[config.mk]
export PLATFORM = sky130hd
export DESIGN_NAME = reg_ctrl_unit_flat
export DESIGN_NICKNAME = d
export VERILOG_FILES = /design/src/rtl/cpu_ctrl_pkg.sv /design/src/rtl/reg_ctrl_unit_if.sv /design/src/rtl/ctrl_decode.sv /design/src/rtl/reg_ctrl_unit.sv /design/src/flat_wrapper.sv
export SDC_FILE = /design/constraint.sdc
export NUM_CORES = 1
export LEC_CHECK = 0
export ABC_CLOCK_PERIOD_IN_PS = 3820
export CELL_PAD_IN_SITES_DETAIL_PLACEMENT = 0
export CELL_PAD_IN_SITES_GLOBAL_PLACEMENT = 1
export CORE_ASPECT_RATIO = 0.75
export CORE_MARGIN = 5
export CORE_UTILIZATION = 32
export CTS_CLUSTER_SIZE = 20
export DETAILED_ROUTE_END_ITERATION = 6
export PLACE_DENSITY_LB_ADDON = 0.25
export RECOVER_POWER = 50
export SYNTH_ARGS = -nofsm -noshare
export SYNTH_HDL_FRONTEND = slang
export SYNTH_SLANG_ARGS = --single-unit
[constraint.sdc]
create_clock -name i_clk -period 3.82 [get_ports i_clk]
set_input_delay 0.382 -clock i_clk [delete_from_list [all_inputs] [get_ports i_clk]]
set_output_delay 0.382 -clock i_clk [all_outputs]
set_load 0.1 [all_outputs]
[src/rtl/cpu_ctrl_pkg.sv]
// Shared definitions for the register-file control unit.
//   - Instruction field positions and widths.
//   - Opcode values and ALUOP encodings.
//   - FSM state type and the decoded control-vector struct.
package cpu_ctrl_pkg;

    localparam int unsigned DATA_W     = 8;
    localparam int unsigned REG_ADDR_W = 3;
    localparam int unsigned OPCODE_W   = 8;
    localparam int unsigned INSTR_W    = 32;

    // Instruction layout: [31:24] opcode, [23:16] dest/offset, [15:8] src1, [7:0] src2/imm
    localparam int unsigned OPCODE_LSB = 24;
    localparam int unsigned DEST_LSB   = 16;
    localparam int unsigned SRC1_LSB   = 8;
    localparam int unsigned SRC2_LSB   = 0;

    localparam logic [OPCODE_W-1:0] OP_LOADI = 8'h00;
    localparam logic [OPCODE_W-1:0] OP_MOV   = 8'h01;
    localparam logic [OPCODE_W-1:0] OP_ADD   = 8'h02;
    localparam logic [OPCODE_W-1:0] OP_SUB   = 8'h03;
    localparam logic [OPCODE_W-1:0] OP_AND   = 8'h04;
    localparam logic [OPCODE_W-1:0] OP_OR    = 8'h05;
    localparam logic [OPCODE_W-1:0] OP_J     = 8'h06;
    localparam logic [OPCODE_W-1:0] OP_BEQ   = 8'h07;
    localparam logic [OPCODE_W-1:0] OP_LWD   = 8'h08;
    localparam logic [OPCODE_W-1:0] OP_LWI   = 8'h09;
    localparam logic [OPCODE_W-1:0] OP_SWD   = 8'h0A;
    localparam logic [OPCODE_W-1:0] OP_SWI   = 8'h0B;

    localparam logic [2:0] ALU_FWD = 3'b000;
    localparam logic [2:0] ALU_ADD = 3'b001;
    localparam logic [2:0] ALU_AND = 3'b010;
    localparam logic [2:0] ALU_OR  = 3'b011;

    typedef enum logic [2:0] {
        StIdle,
        StExec,
        StMem,
        StWb,
        StHalt
    } state_e;

    typedef struct packed {
        logic [2:0] aluop;
        logic       neg_sel;
        logic       imm_sel;
        logic       reg_write;
        logic       jump;
        logic       branch;
        logic       mem_read;
        logic       mem_write;
        logic       legal;
    } ctrl_vec_t;

endpackage

[src/rtl/reg_ctrl_unit_if.sv]
// Bus between fetch/PC logic, register file/ALU/data memory and the control unit.
//   master : drives instruction, instr_valid, busywait (fetch + memory side)
//   slave  : the control unit; drives handshake ready and all control outputs
// When ILLEGAL_OP_TRAP_EN is defined the sticky illegal_op flag is also carried.
interface reg_ctrl_unit_if;

    logic [cpu_ctrl_pkg::INSTR_W-1:0]    instruction;
    logic                                instr_valid;
    logic                                instr_ready;
    logic                                busywait;
    logic [cpu_ctrl_pkg::REG_ADDR_W-1:0] inaddress;
    logic [cpu_ctrl_pkg::REG_ADDR_W-1:0] out1address;
    logic [cpu_ctrl_pkg::REG_ADDR_W-1:0] out2address;
    logic                                write;
    logic [cpu_ctrl_pkg::DATA_W-1:0]     immediate;
    logic [cpu_ctrl_pkg::DATA_W-1:0]     offset;
    logic [2:0]                          aluop;
    logic                                neg_sel;
    logic                                imm_sel;
    logic                                wb_sel;
    logic                                jump;
    logic                                branch;
    logic                                mem_read;
    logic                                mem_write;
    logic                                pc_stall;
`ifdef ILLEGAL_OP_TRAP_EN
    logic                                illegal_op;
`endif

    modport master (
        output instruction, instr_valid, busywait,
        input  instr_ready, inaddress, out1address, out2address, write, immediate, offset,
               aluop, neg_sel, imm_sel, wb_sel, jump, branch, mem_read, mem_write, pc_stall
`ifdef ILLEGAL_OP_TRAP_EN
        , input illegal_op
`endif
    );

    modport slave (
        input  instruction, instr_valid, busywait,
        output instr_ready, inaddress, out1address, out2address, write, immediate, offset,
               aluop, neg_sel, imm_sel, wb_sel, jump, branch, mem_read, mem_write, pc_stall
`ifdef ILLEGAL_OP_TRAP_EN
        , output illegal_op
`endif
    );

endinterface

[src/rtl/ctrl_decode.sv]
// Combinational opcode -> control-vector decoder.
//   i_opcode : instruction opcode field
//   o_ctrl   : ALU/mux selects, strobe classes and a legal flag (0 for opcodes > 0x0B,
//              in which case every other field is 0)
module ctrl_decode
    import cpu_ctrl_pkg::*;
(
    input  logic [OPCODE_W-1:0] i_opcode,
    output ctrl_vec_t           o_ctrl
);

    always_comb begin
        o_ctrl       = '0;
        o_ctrl.legal = 1'b1;
        case (i_opcode)
            OP_LOADI: begin
                o_ctrl.reg_write = 1'b1;
                o_ctrl.imm_sel   = 1'b1;
            end
            OP_MOV: o_ctrl.reg_write = 1'b1;
            OP_ADD: begin
                o_ctrl.reg_write = 1'b1;
                o_ctrl.aluop     = ALU_ADD;
            end
            OP_SUB: begin
                o_ctrl.reg_write = 1'b1;
                o_ctrl.aluop     = ALU_ADD;
                o_ctrl.neg_sel   = 1'b1;
            end
            OP_AND: begin
                o_ctrl.reg_write = 1'b1;
                o_ctrl.aluop     = ALU_AND;
            end
            OP_OR: begin
                o_ctrl.reg_write = 1'b1;
                o_ctrl.aluop     = ALU_OR;
            end
            OP_J: o_ctrl.jump = 1'b1;
            // BEQ subtracts so the PC logic can test the ALU zero flag
            OP_BEQ: begin
                o_ctrl.branch  = 1'b1;
                o_ctrl.aluop   = ALU_ADD;
                o_ctrl.neg_sel = 1'b1;
            end
            OP_LWD: o_ctrl.mem_read = 1'b1;
            OP_LWI: begin
                o_ctrl.mem_read = 1'b1;
                o_ctrl.imm_sel  = 1'b1;
            end
            OP_SWD: o_ctrl.mem_write = 1'b1;
            OP_SWI: begin
                o_ctrl.mem_write = 1'b1;
                o_ctrl.imm_sel   = 1'b1;
            end
            default: o_ctrl.legal = 1'b0;
        endcase
    end

endmodule

[src/rtl/reg_ctrl_unit.sv]
// Decode/control FSM for the 8x8 register file, ALU and data memory.
//   i_clk   : clock, all state on posedge
//   i_reset : synchronous active-high reset
//   bus     : reg_ctrl_unit_if.slave (instruction handshake, busywait, all control outputs)
// Every output is a register loaded from the next state and the next latched instruction,
// so outputs describe the state the unit is in during the current cycle.
// Build option ILLEGAL_OP_TRAP_EN: illegal opcodes set sticky illegal_op and halt the unit
// until reset; without it they run as a one-cycle NOP.
module reg_ctrl_unit
    import cpu_ctrl_pkg::*;
(
    input  logic           i_clk,
    input  logic           i_reset,
    reg_ctrl_unit_if.slave bus
);

`ifdef ILLEGAL_OP_TRAP_EN
    localparam bit TRAP_EN = 1'b1;
`else
    localparam bit TRAP_EN = 1'b0;
`endif

    state_e                r_state;
    state_e                w_state_d;
    logic [INSTR_W-1:0]    r_instr;
    logic [INSTR_W-1:0]    w_instr_d;
    logic                  r_mem_first;
    logic                  w_accept;
    ctrl_vec_t             w_ctrl;
    logic                  w_exec;
    logic                  w_mem;
    logic                  w_wb;

    logic                  r_ready;
    logic                  r_write;
    logic                  r_jump;
    logic                  r_branch;
    logic                  r_mem_read;
    logic                  r_mem_write;
    logic                  r_pc_stall;
    logic                  r_wb_sel;
    logic                  r_neg_sel;
    logic                  r_imm_sel;
    logic [2:0]            r_aluop;
    logic [REG_ADDR_W-1:0] r_inaddr;
    logic [REG_ADDR_W-1:0] r_out1addr;
    logic [REG_ADDR_W-1:0] r_out2addr;
    logic [DATA_W-1:0]     r_imm;
    logic [DATA_W-1:0]     r_offset;

    assign w_accept  = bus.instr_valid & r_ready;
    // Decode the incoming word on accept, otherwise the latched one
    assign w_instr_d = w_accept ? bus.instruction : r_instr;

    ctrl_decode u_decode (
        .i_opcode (w_instr_d[OPCODE_LSB +: OPCODE_W]),
        .o_ctrl   (w_ctrl)
    );

    always_comb begin
        w_state_d = r_state;
        unique case (r_state)
            StIdle, StExec: begin
                if (!w_accept) begin
                    w_state_d = StIdle;
                end else if (TRAP_EN && !w_ctrl.legal) begin
                    w_state_d = StHalt;
                end else if (w_ctrl.mem_read || w_ctrl.mem_write) begin
                    w_state_d = StMem;
                end else begin
                    w_state_d = StExec;
                end
            end
            StMem: begin
                // busywait is ignored in the first MEM cycle
                if (!r_mem_first && !bus.busywait) begin
                    w_state_d = w_ctrl.mem_read ? StWb : StIdle;
                end
            end
            StWb:    w_state_d = StIdle;
            StHalt:  w_state_d = StHalt;
            default: w_state_d = StIdle;
        endcase
    end

    assign w_exec = (w_state_d == StExec);
    assign w_mem  = (w_state_d == StMem);
    assign w_wb   = (w_state_d == StWb);

    always_ff @(posedge i_clk) begin
        if (i_reset) begin
            r_state     <= StIdle;
            r_instr     <= '0;
            r_mem_first <= 1'b0;
            r_ready     <= 1'b1;
            r_write     <= 1'b0;
            r_jump      <= 1'b0;
            r_branch    <= 1'b0;
            r_mem_read  <= 1'b0;
            r_mem_write <= 1'b0;
            r_pc_stall  <= 1'b0;
            r_wb_sel    <= 1'b0;
            r_neg_sel   <= 1'b0;
            r_imm_sel   <= 1'b0;
            r_aluop     <= ALU_FWD;
            r_inaddr    <= '0;
            r_out1addr  <= '0;
            r_out2addr  <= '0;
            r_imm       <= '0;
            r_offset    <= '0;
        end else begin
            r_state     <= w_state_d;
            r_instr     <= w_instr_d;
            r_mem_first <= (r_state != StMem) && w_mem;
            r_ready     <= (w_state_d == StIdle) || w_exec;
            r_write     <= (w_exec && w_ctrl.reg_write) || w_wb;
            r_jump      <= w_exec && w_ctrl.jump;
            r_branch    <= w_exec && w_ctrl.branch;
            r_mem_read  <= w_mem && w_ctrl.mem_read;
            r_mem_write <= w_mem && w_ctrl.mem_write;
            r_pc_stall  <= w_mem;
            r_wb_sel    <= w_wb;
            // ALU selects only meaningful while an instruction is executing or in memory
            r_neg_sel   <= (w_exec || w_mem) && w_ctrl.neg_sel;
            r_imm_sel   <= (w_exec || w_mem) && w_ctrl.imm_sel;
            r_aluop     <= (w_exec || w_mem) ? w_ctrl.aluop : ALU_FWD;
            r_inaddr    <= w_instr_d[DEST_LSB +: REG_ADDR_W];
            r_out1addr  <= w_instr_d[SRC1_LSB +: REG_ADDR_W];
            r_out2addr  <= w_instr_d[SRC2_LSB +: REG_ADDR_W];
            r_imm       <= w_instr_d[SRC2_LSB +: DATA_W];
            r_offset    <= w_instr_d[DEST_LSB +: DATA_W];
        end
    end

`ifdef ILLEGAL_OP_TRAP_EN
    logic r_illegal_op;

    always_ff @(posedge i_clk) begin
        if (i_reset) begin
            r_illegal_op <= 1'b0;
        end else if (w_accept && !w_ctrl.legal) begin
            r_illegal_op <= 1'b1;
        end
    end

    assign bus.illegal_op = r_illegal_op;
`endif

    assign bus.instr_ready = r_ready;
    assign bus.write       = r_write;
    assign bus.jump        = r_jump;
    assign bus.branch      = r_branch;
    assign bus.mem_read    = r_mem_read;
    assign bus.mem_write   = r_mem_write;
    assign bus.pc_stall    = r_pc_stall;
    assign bus.wb_sel      = r_wb_sel;
    assign bus.neg_sel     = r_neg_sel;
    assign bus.imm_sel     = r_imm_sel;
    assign bus.aluop       = r_aluop;
    assign bus.inaddress   = r_inaddr;
    assign bus.out1address = r_out1addr;
    assign bus.out2address = r_out2addr;
    assign bus.immediate   = r_imm;
    assign bus.offset      = r_offset;

endmodule

[src/flat_wrapper.sv]
// flat-port wrapper written by rule: the top's interface ports become plain ports
module reg_ctrl_unit_flat import cpu_ctrl_pkg::*;
  (i_clk, i_reset, bus_instruction, bus_instr_valid, bus_busywait, bus_instr_ready, bus_inaddress, bus_out1address, bus_out2address, bus_write, bus_immediate, bus_offset, bus_aluop, bus_neg_sel, bus_imm_sel, bus_wb_sel, bus_jump, bus_branch, bus_mem_read, bus_mem_write, bus_pc_stall);
  reg_ctrl_unit_if bus_i ();
  input  logic i_clk;
  input  logic i_reset;
  input wire logic [$bits(bus_i.instruction)-1:0] bus_instruction;
  input wire logic [$bits(bus_i.instr_valid)-1:0] bus_instr_valid;
  input wire logic [$bits(bus_i.busywait)-1:0] bus_busywait;
  output wire logic [$bits(bus_i.instr_ready)-1:0] bus_instr_ready;
  output wire logic [$bits(bus_i.inaddress)-1:0] bus_inaddress;
  output wire logic [$bits(bus_i.out1address)-1:0] bus_out1address;
  output wire logic [$bits(bus_i.out2address)-1:0] bus_out2address;
  output wire logic [$bits(bus_i.write)-1:0] bus_write;
  output wire logic [$bits(bus_i.immediate)-1:0] bus_immediate;
  output wire logic [$bits(bus_i.offset)-1:0] bus_offset;
  output wire logic [$bits(bus_i.aluop)-1:0] bus_aluop;
  output wire logic [$bits(bus_i.neg_sel)-1:0] bus_neg_sel;
  output wire logic [$bits(bus_i.imm_sel)-1:0] bus_imm_sel;
  output wire logic [$bits(bus_i.wb_sel)-1:0] bus_wb_sel;
  output wire logic [$bits(bus_i.jump)-1:0] bus_jump;
  output wire logic [$bits(bus_i.branch)-1:0] bus_branch;
  output wire logic [$bits(bus_i.mem_read)-1:0] bus_mem_read;
  output wire logic [$bits(bus_i.mem_write)-1:0] bus_mem_write;
  output wire logic [$bits(bus_i.pc_stall)-1:0] bus_pc_stall;
  assign bus_i.instruction = bus_instruction;
  assign bus_i.instr_valid = bus_instr_valid;
  assign bus_i.busywait = bus_busywait;
  assign bus_instr_ready = bus_i.instr_ready;
  assign bus_inaddress = bus_i.inaddress;
  assign bus_out1address = bus_i.out1address;
  assign bus_out2address = bus_i.out2address;
  assign bus_write = bus_i.write;
  assign bus_immediate = bus_i.immediate;
  assign bus_offset = bus_i.offset;
  assign bus_aluop = bus_i.aluop;
  assign bus_neg_sel = bus_i.neg_sel;
  assign bus_imm_sel = bus_i.imm_sel;
  assign bus_wb_sel = bus_i.wb_sel;
  assign bus_jump = bus_i.jump;
  assign bus_branch = bus_i.branch;
  assign bus_mem_read = bus_i.mem_read;
  assign bus_mem_write = bus_i.mem_write;
  assign bus_pc_stall = bus_i.pc_stall;
  reg_ctrl_unit u_core (.i_clk(i_clk), .i_reset(i_reset), .bus(bus_i));
endmodule
# Word level (Yosys, flattened, before mapping)
# Cells that the tools add are included.
[classes]
n_addsub = 0
mul = 0
div = 0
order_cmp = 0
n_eq_ne = 18
n_shift = 0
muxes = 14
bitwise = 2
n_reduce_logical = 26
[ops]
columns = ["op", "n"]
rows = [
  ["$eq A8 B3 Y1 const B", 4],
  ["$eq A8 B4 Y1 const B", 4],
  ["$mux W32", 1],
  ["$eq A8 B2 Y1 const B", 2],
  ["$reduce_or A2 Y1", 5],
  ["$eq A3 B2 Y1 const B", 3],
  ["$logic_and A1 B1 Y1", 9],
  ["$pmux W3 S3", 1],
  ["$eq A8 B1 Y1 const B", 1],
  ["$logic_not A8 Y1", 1],
  ["$mux W1", 7],
  ["$eq A3 B1 Y1 const B", 2],
  ["$logic_not A3 Y1", 2],
  ["$mux W3", 2],
  ["$pmux W2 S3", 1],
  ["$reduce_or A3 Y1", 2],
  ["$reduce_or A6 Y1", 1],
  ["$logic_or A1 B1 Y1", 4],
  ["$mux W2", 2],
  ["$eq A3 B3 Y1 const B", 1],
  ["$ne A3 B2 Y1 const B", 1],
  ["$logic_not A1 Y1", 2],
  ["$and A1 B1 Y1", 1],
  ["$not A1 Y1", 1],
]
[word_totals]
ff_bits = 74
latchBits = 0
ram_bits = 0
romBits = 0
in_bits = 36
out_inout_bits = 38
elab_cells = 80
n_memories = 0

# Longest topological paths before layout
# Gate-level depths: netlist of run 1.
[depth]
word_depth = 13
ltp_mapped = 6
mapped_depth_nobuf = 5

# Hierarchy
# From an unflattened synthesis of run 1, not the netlist that was laid out.
[unflattened]
hier_cells = 206
hier_area_um2 = 1888.1
[modules_own_cells]
columns = ["module", "instances", "cells_per_inst", "area_per_inst_um2", "seq_area_each_um2"]
rows = [
  ["reg_ctrl_unit", 1, 184, 1722.9, 880.8],
  ["ctrl_decode", 1, 22, 165.2, 0.0],
]

# Least setup slack after synthesis of run 1
# No wires, ideal clock.
[synth_path]
path_type = "reg2reg"
start = "register u_core.r_ready, in the netlist u_core.bus.instr_ready"
end = "register u_core.r_write, in the netlist u_core.bus.write"
setup_time_ps = 122
arrival_ps = 1996
required_time_ps = 3698
slack_ps = 1702
path_stages_with_launch = 7
path_buffers = 1
synth_period_minus_slack_ps = 2118
cell_sequence = "dfxtp_1 -> nand2_1 -> buf_2 -> nand4b_1 -> a211oi_2 -> o31ai_1 -> a21oi_1"
[synth_via]
elab_chain_len = 12
word_cells_on_any_way = 28
cone_classes = "eq/ne: 11; mux: 9; bitwise: 1; reduce/logical: 7"
[synth_lines]
columns = ["item", "line_no", "rtl"]
rows = [
  ["start: declaration", "reg_ctrl_unit.sv:34", "logic r_ready;"],
  ["start signal: assignment", "reg_ctrl_unit.sv:115", "r_ready <= (w_state_d == StIdle) || w_exec;"],
  ["$and A1 B1 Y1 (*)", "reg_ctrl_unit.sv:51", "assign w_accept = bus.instr_valid & r_ready;"],
  ["$mux W32", "reg_ctrl_unit.sv:53", "assign w_instr_d = w_accept ? bus.instruction : r_instr;"],
  ["$eq A8 B4 Y1, on equally long branches", "n/a", ""],
  ["$reduce_or A2 Y1 (no source line)", "n/a", ""],
  ["$mux W1", "ctrl_decode.sv:15", "case (i_opcode)"],
  ["$logic_or A1 B1 Y1", "reg_ctrl_unit.sv:68", "end else if (w_ctrl.mem_read || w_ctrl.mem_write) begin"],
  ["$mux W2", "reg_ctrl_unit.sv:68", ""],
  ["$mux W3", "reg_ctrl_unit.sv:64", "if (!w_accept) begin"],
  ["$pmux W3 S3", "reg_ctrl_unit.sv:62", "unique case (r_state)"],
  ["$eq A3 B1 Y1", "reg_ctrl_unit.sv:86", "assign w_exec = (w_state_d == StExec);"],
  ["$logic_and A1 B1 Y1", "reg_ctrl_unit.sv:116", "r_write <= (w_exec && w_ctrl.reg_write) || w_wb;"],
  ["$logic_or A1 B1 Y1 (*)", "reg_ctrl_unit.sv:116", ""],
  ["end signal: assignment", "reg_ctrl_unit.sv:116", ""],
  ["end: declaration", "reg_ctrl_unit.sv:35", "logic r_write;"],
]
# Every way passes the cells marked *; elsewhere a longest branch is shown, timed or not.
# A chain may end at the register's enable or synchronous reset.

# Final worst setup path of run 1
[layout_path]
start = "input port bus_instr_valid"
end = "register u_core.r_instr[30]"
[layout_via]
elab_chain_len = 2
[layout_lines]
columns = ["item", "line_no", "rtl"]
rows = [
  ["start: declaration", "flat_wrapper.sv:8", "input wire logic [$bits(bus_i.instr_valid)-1:0] bus_instr_valid;"],
  ["$and A1 B1 Y1", "reg_ctrl_unit.sv:51", ""],
  ["$mux W32", "reg_ctrl_unit.sv:53", ""],
  ["end signal: assignment", "reg_ctrl_unit.sv:113", "r_instr <= w_instr_d;"],
  ["end: declaration", "reg_ctrl_unit.sv:25", "logic [INSTR_W-1:0] r_instr;"],
]
# No other way between the ends.

==> reports/qor.yml, run 1 <==
outcome: "completed"
top_register: "u_core.r_instr"
r2r-start: "u_core.bus.instr_ready"
synth-async-reset-ratio_pct: 0
min_delay_worst_endpoint: "u_core.r_instr[22]"
pwr_density_cell_nw_per_um2: 412
hp-class: "reg2reg"
wl_per_cell_um: 12.4
synthTopCellsByCount: "58 x nand2_1, 43 x dfxtp_1, 31 x a21oi_1"
synth-seq-area-share_pct: 47.6
period_minus_slack_ns: 2.25
grt.total_usage_pct: 11.7
rows: 23
p_clk_share_pct: 27.4
syn_inst: 218
viasPerCell: 4.46
antennaDiodeCount: 0
drt_wl_total_um: 4150
synthesis.area_um2: 1810
cp_data_arrival_time_ns: 2.47
rsz0062_at_grt: "false"
yosys.area.top_type: "dfxtp_1"
setup_viol: 0
reg2reg_slack_ns: 1.87
ys_ff_latch: 43
ir_worst_vdd_uv: 167
firstDrtPassIters: 4
fin_setup_tns_ns: 0
reg2regPathDepth: 4
startpoint_type: "input port"
fin_crit_sh_pct: 58.8
postCtsSetupRepairBufs: 0
io_pins: 74
clk_latency_ns: 0.28
slew_violations: 0
grt_pass1_vias: 1425
synth-edff-count: 0
combPwrFrac_pct: 24.9
reg2reg_to: "u_core.r_instr[30]"
hold_viol: 0
crit_fanout: 17
drtIter0Drc: 44
drc: 0
antenna_found_initial: 0
worstPathRequired_ns: 4.04
endpoint_kind: "flip-flop"
post_dp_cell_area_um2: 2360
timing.fmax_ghz: 0.445
htree_levels: 2
syn_avg_cell_area_um2: 8.30
cts_buffers: 5
ys.flop_type: "dfxtp_1"
overflow: 0
worst_slew_pin_slew_ns: 1.00
start_util_pct: 33.4
path_class: "in2reg"
p_seq_share_pct: 47.7
clockBufferDepth: 2
crit_path_start: "bus_instr_valid"
die_area_um2: 7270
switching_share_pct: 33.1
finalPower_mw: 0.999
ant_nets: 0
fin_nets: 295
power.internal_mw: 0.668
numPortBuffers: 67
cts_tree: "done"
design_area_um2: 2420
place.gp.congestion: 0.806
largest_register_ffs: 27
die_h_um: 75.1
final_layout_size_suffix_gt1_share_pct: 5.00
ctsResizeCount: 0
cts-root-buf: "clkbuf_8"
dp_hpwl_um: 3050
synth_cell_types: 34
maxCapViolations: 0
area_growth_pct: 34.0
yosysMostFrequentCell: "nand2_1"
cts.sink_count: 43
routed-via-count: 1493
hold_depth: 2
die_w_um: 96.8
clk_pin_slew_ns: 0.08
cts-hold-fix-buffers: 0
hp-start: "u_core.r_instr[22]"
syn-num-nets: 254
yosys-top-cells-area: "dfxtp_1 48%, nand2_1 12%, buf_4 11%"
p_leak_nw: 0.937
skew_ns: 0.00733
ys_warn_count: 0
grt_max_degree: 22
grt_pass1_wl_um: 6740
core_area_um2: 5410
relSlewSlack_pct: 33.1
p_sw_mw: 0.330
netlist.area_leader.share_pct: 47.6
## cells by family (layout without fill, tap and decap cells)
group | after synthesis | in the layout | synth area share (%)
simple gates | 91 | 91 | 23.5
flops | 43 | 43 | 47.6
compound gates | 41 | 41 | 13.0
buf+inv | 38 | 80 | 13.4
mux | 4 | 4 | 2.28
other cells | 1 | 1 | 0.207
## area by class of cell
type | count | area [um^2]
fillers | 565 | 2990
clock inverters | 1 | 5.00
clock buffers | 7 | 76.3
flip-flops and latches | 43 | 861
repair buffers | 70 | 689
inverters | 2 | 7.51
well taps | 75 | 93.8
multi-input cells | 137 | 692
## power by group through the flow
stage | combinational, mW | sequential, mW | clock [mW]
3_5_place_dp | 0.252 | 0.487 | 0
4_1_cts | 0.252 | 0.477 | 0.286
3_3_place_gp | 0.252 | 0.487 | 0
6_report | 0.249 | 0.477 | 0.273
2_1_floorplan | 0.186 | 0.495 | 0
5_1_grt | 0.261 | 0.480 | 0.303
## critical path: stages
cell and delay, ns:
dlygate4sd3_1 0.59, and2_0 0.56, clkbuf_1 0.66, nand2_1 0.13
a21oi_1 0.14
## per-layer routing
metal	wire, um	global-route usage, %
met1	2120	15.1
met2	1640	17.1
met5	0	0
met4	44	4.21
met3	345	5.93
## worst max path at each step
stage	to	slack (ns)	depth (start not counted)
2_1_floorplan	u_core.bus.write	1.70	6
3_3_place_gp	u_core.bus.write	1.46	6
3_5_place_dp	u_core.bus.write	1.43	6
4_1_cts	bus_instr_ready	1.56	1
5_1_grt	u_core.r_instr[0]	1.30	5
6_report	u_core.r_instr[30]	1.57	5
## cell usage in the layout, fill, tap and decap left out, drive strengths merged, types with 3 or more instances in the layout
master         instances
clkdlybuf4s50         63
nand2                 58
dfxtp                 43
a21oi                 32
nor2                  14
clkbuf                 8
nor3                   4
dlygate4sd3            4
mux2i                  3
and3                   3
## metrics by stage
| step | hold slack [ns] | utilization, % | cells | worst slack [ns] |
|---|---|---|---|---|
| after floorplan | 0.437 | - | 218 | 1.70 |
| after global placement | 0.441 | 43.6 | 327 | 1.46 |
| after detailed placement | 0.447 | 43.6 | 327 | 1.43 |
| after CTS | 0.458 | 45.1 | 335 | 1.56 |
| after global routing | 0.477 | 44.8 | 335 | 1.30 |
| final | 0.455 | 44.8 | 335 | 1.57 |
Power figures use the tool's default switching activity.
==> inputs of run 2 (changes only) <==
--- a/config.mk
+++ b/config.mk
@@ -5,12 +5,12 @@
 export SDC_FILE = /design/constraint.sdc
 export NUM_CORES = 1
 export LEC_CHECK = 0
-export ABC_CLOCK_PERIOD_IN_PS = 3820
+export ABC_CLOCK_PERIOD_IN_PS = 2200
 export CELL_PAD_IN_SITES_DETAIL_PLACEMENT = 0
 export CELL_PAD_IN_SITES_GLOBAL_PLACEMENT = 1
 export CORE_ASPECT_RATIO = 0.75
 export CORE_MARGIN = 5
-export CORE_UTILIZATION = 32
+export CORE_UTILIZATION = 30
 export CTS_CLUSTER_SIZE = 20
 export DETAILED_ROUTE_END_ITERATION = 6
 export PLACE_DENSITY_LB_ADDON = 0.25
==> constraint.sdc (replaced) <==
create_clock -name i_clk -period 2.2 [get_ports i_clk]
set_input_delay 0.22 -clock i_clk [delete_from_list [all_inputs] [get_ports i_clk]]
set_output_delay 0.22 -clock i_clk [all_outputs]
set_load 0.1 [all_outputs]
==> run 2 against run 1 <==
Compared with the run above: non-clock buffer count rose by 4; core utilization fell by 5.5 points; via count rose by 0.40%; final area fell by 5.6%; largest power group unchanged; power rose by 95%; flip-flop and latch count did not move; cell count rose by 2.1%; count of clock-buffer cells in the layout fell by 1; sequential share of layout area rose by 2.1 points; critical path type is now reg2out; clock skew barely moved.
==> reports/qor.yml, run 2 (synthesis gave the netlist of run 1 again) <==
place.gp.congestion: 0.746
min_delay_worst_endpoint: "u_core.r_instr[22]"
drt_wl_total_um: 4320
hp-class: "reg2reg"
cts-hold-fix-buffers: 0
cp_data_arrival_time_ns: 1.59
multi_input_area_um2: 706
layout_commonest_cell: "nand2_1"
grt_pass1_wl_um: 6980
fin_nets: 299
p_leak_nw: 0.885
fin_crit_sh_pct: 82.1
postCtsSetupRepairBufs: 0
area_growth_pct: 26.6
antennaDiodeCount: 0
seq_area_um2: 861
final_layout_size_suffix_gt1_share_pct: 7.95
cts.sink_count: 43
die_w_um: 99.7
instances_no_fill: 342
largest_register_ffs: 27
antenna_found_initial: 0
endpoint_kind: "output pin"
mostFrequentLayoutCells: "58 x nand2_1, 43 x dfxtp_1, 39 x clkbuf_1"
top_register: "u_core.r_instr"
reg2reg_to: "u_core.r_state[0]"
post_dp_cell_area_um2: 2300
design_area_um2: 2290
path_class: "reg2out"
drtIter0Drc: 39
timing.fmax_ghz: 0.554
io_pins: 74
period_minus_slack_ns: 1.81
grt_max_degree: 27
reg2regPathDepth: 4
cts-root-buf: "clkbuf_8"
ctsResizeCount: 0
pwr_density_cell_nw_per_um2: 852
drc: 0
r2r-start: "u_core.bus.instr_ready"
skew_ns: 0.00768
slowest_stage: "clkbuf_1"
die_area_um2: 7700
cts_buffers: 5
hold_viol: 0
outcome: "completed"
rows: 24
overflow: 0
wl_per_cell_um: 12.6
maxCapViolations: 0
hold_ws_ns: 0.458
hold_depth: 2
slew_violations: 0
firstDrtPassIters: 4
clockBufferDepth: 2
clk_pin_slew_ns: 0.08
cts_tree: "done"
worst_slew_pin_slew_ns: 1.20
cp_cell_sequence: "clkbuf_1"
crit_fanout: 5
clk_latency_ns: 0.29
htree_levels: 2
cp_slowest_stage_delay_ns: 0.89
setup_viol: 0
numPortBuffers: 67
viasPerCell: 4.38
place_inst: 334
relSlewSlack_pct: 20.3
routed-via-count: 1499
critPathBufInv: 1
die_h_um: 77.3
fillers: 643
ir_worst_vdd_uv: 450
ant_nets: 0
dp_hpwl_um: 3180
grt.total_usage_pct: 11.3
grt_pass1_vias: 1513
reg2reg_slack_ns: 0.57
worstPathRequired_ns: 1.98
startpoint_type: "flip-flop"
rsz0062_at_grt: "false"
core_area_um2: 5830
cp_top_family: "buffers and inverters"
fin_setup_tns_ns: 0
finalPower_mw: 1.95
start_util_pct: 31.1
hp-start: "u_core.r_instr[22]"
run 2: cell types whose count changed in the layout (fill, tap and decap cells not counted), moves of 2 or more:
cell             delta
dlygate4sd3_1       -4
clkbuf_1           +36
clkdlybuf4s50_1    -33
bufinv_16           +2
buf_4               +3
run 2: area by class of cell:
cell class,count,area share (%)
multi-input cells,137,30.8
well taps,78,4.26
inverters,2,0.328
clock buffers,6,3.17
flip-flops and latches,43,37.6
clock inverters,2,2.62
repair buffers,74,21.2
run 2: power breakdown:
group          total (mW)  switching, mW  internal [mW]
registers           0.828         0.0184          0.810
logic               0.408          0.308          0.100
clock network       0.716          0.262          0.454
total                1.95          0.588           1.36
run 2: worst max-delay path by stage:
stage	from	slack, ns	end	cells past startpoint
after CTS	bus_instr_valid	0.53	u_core.r_state[0]	5
final	u_core.bus.instr_ready	0.39	bus_instr_ready	1
after detailed placement	bus_instr_valid	0.23	u_core.r_state[0]	5
after global placement	bus_instruction[28]	0.26	u_core.bus.instr_ready	6
after floorplan	u_core.bus.instr_ready	0.08	u_core.bus.write	6
after global routing	u_core.bus.instr_ready	0.35	bus_instr_ready	1
run 2: stage by stage:
| step | utilization [%] | worst slack, ns |
|---|---|---|
| after floorplan | - | 0.0817 |
| after global placement | 39.5 | 0.257 |
| after detailed placement | 39.5 | 0.226 |
| after CTS | 41.8 | 0.529 |
| after global routing | 39.3 | 0.349 |
| final | 39.3 | 0.393 |
run 2: layer usage:
metal	part of all wire, %	track usage, %	wire length [um]
met5	0	0	0
met4	0.60	2.86	26
met3	8.3	4.26	360
met2	41	17.1	1770
met1	50	14.9	2170
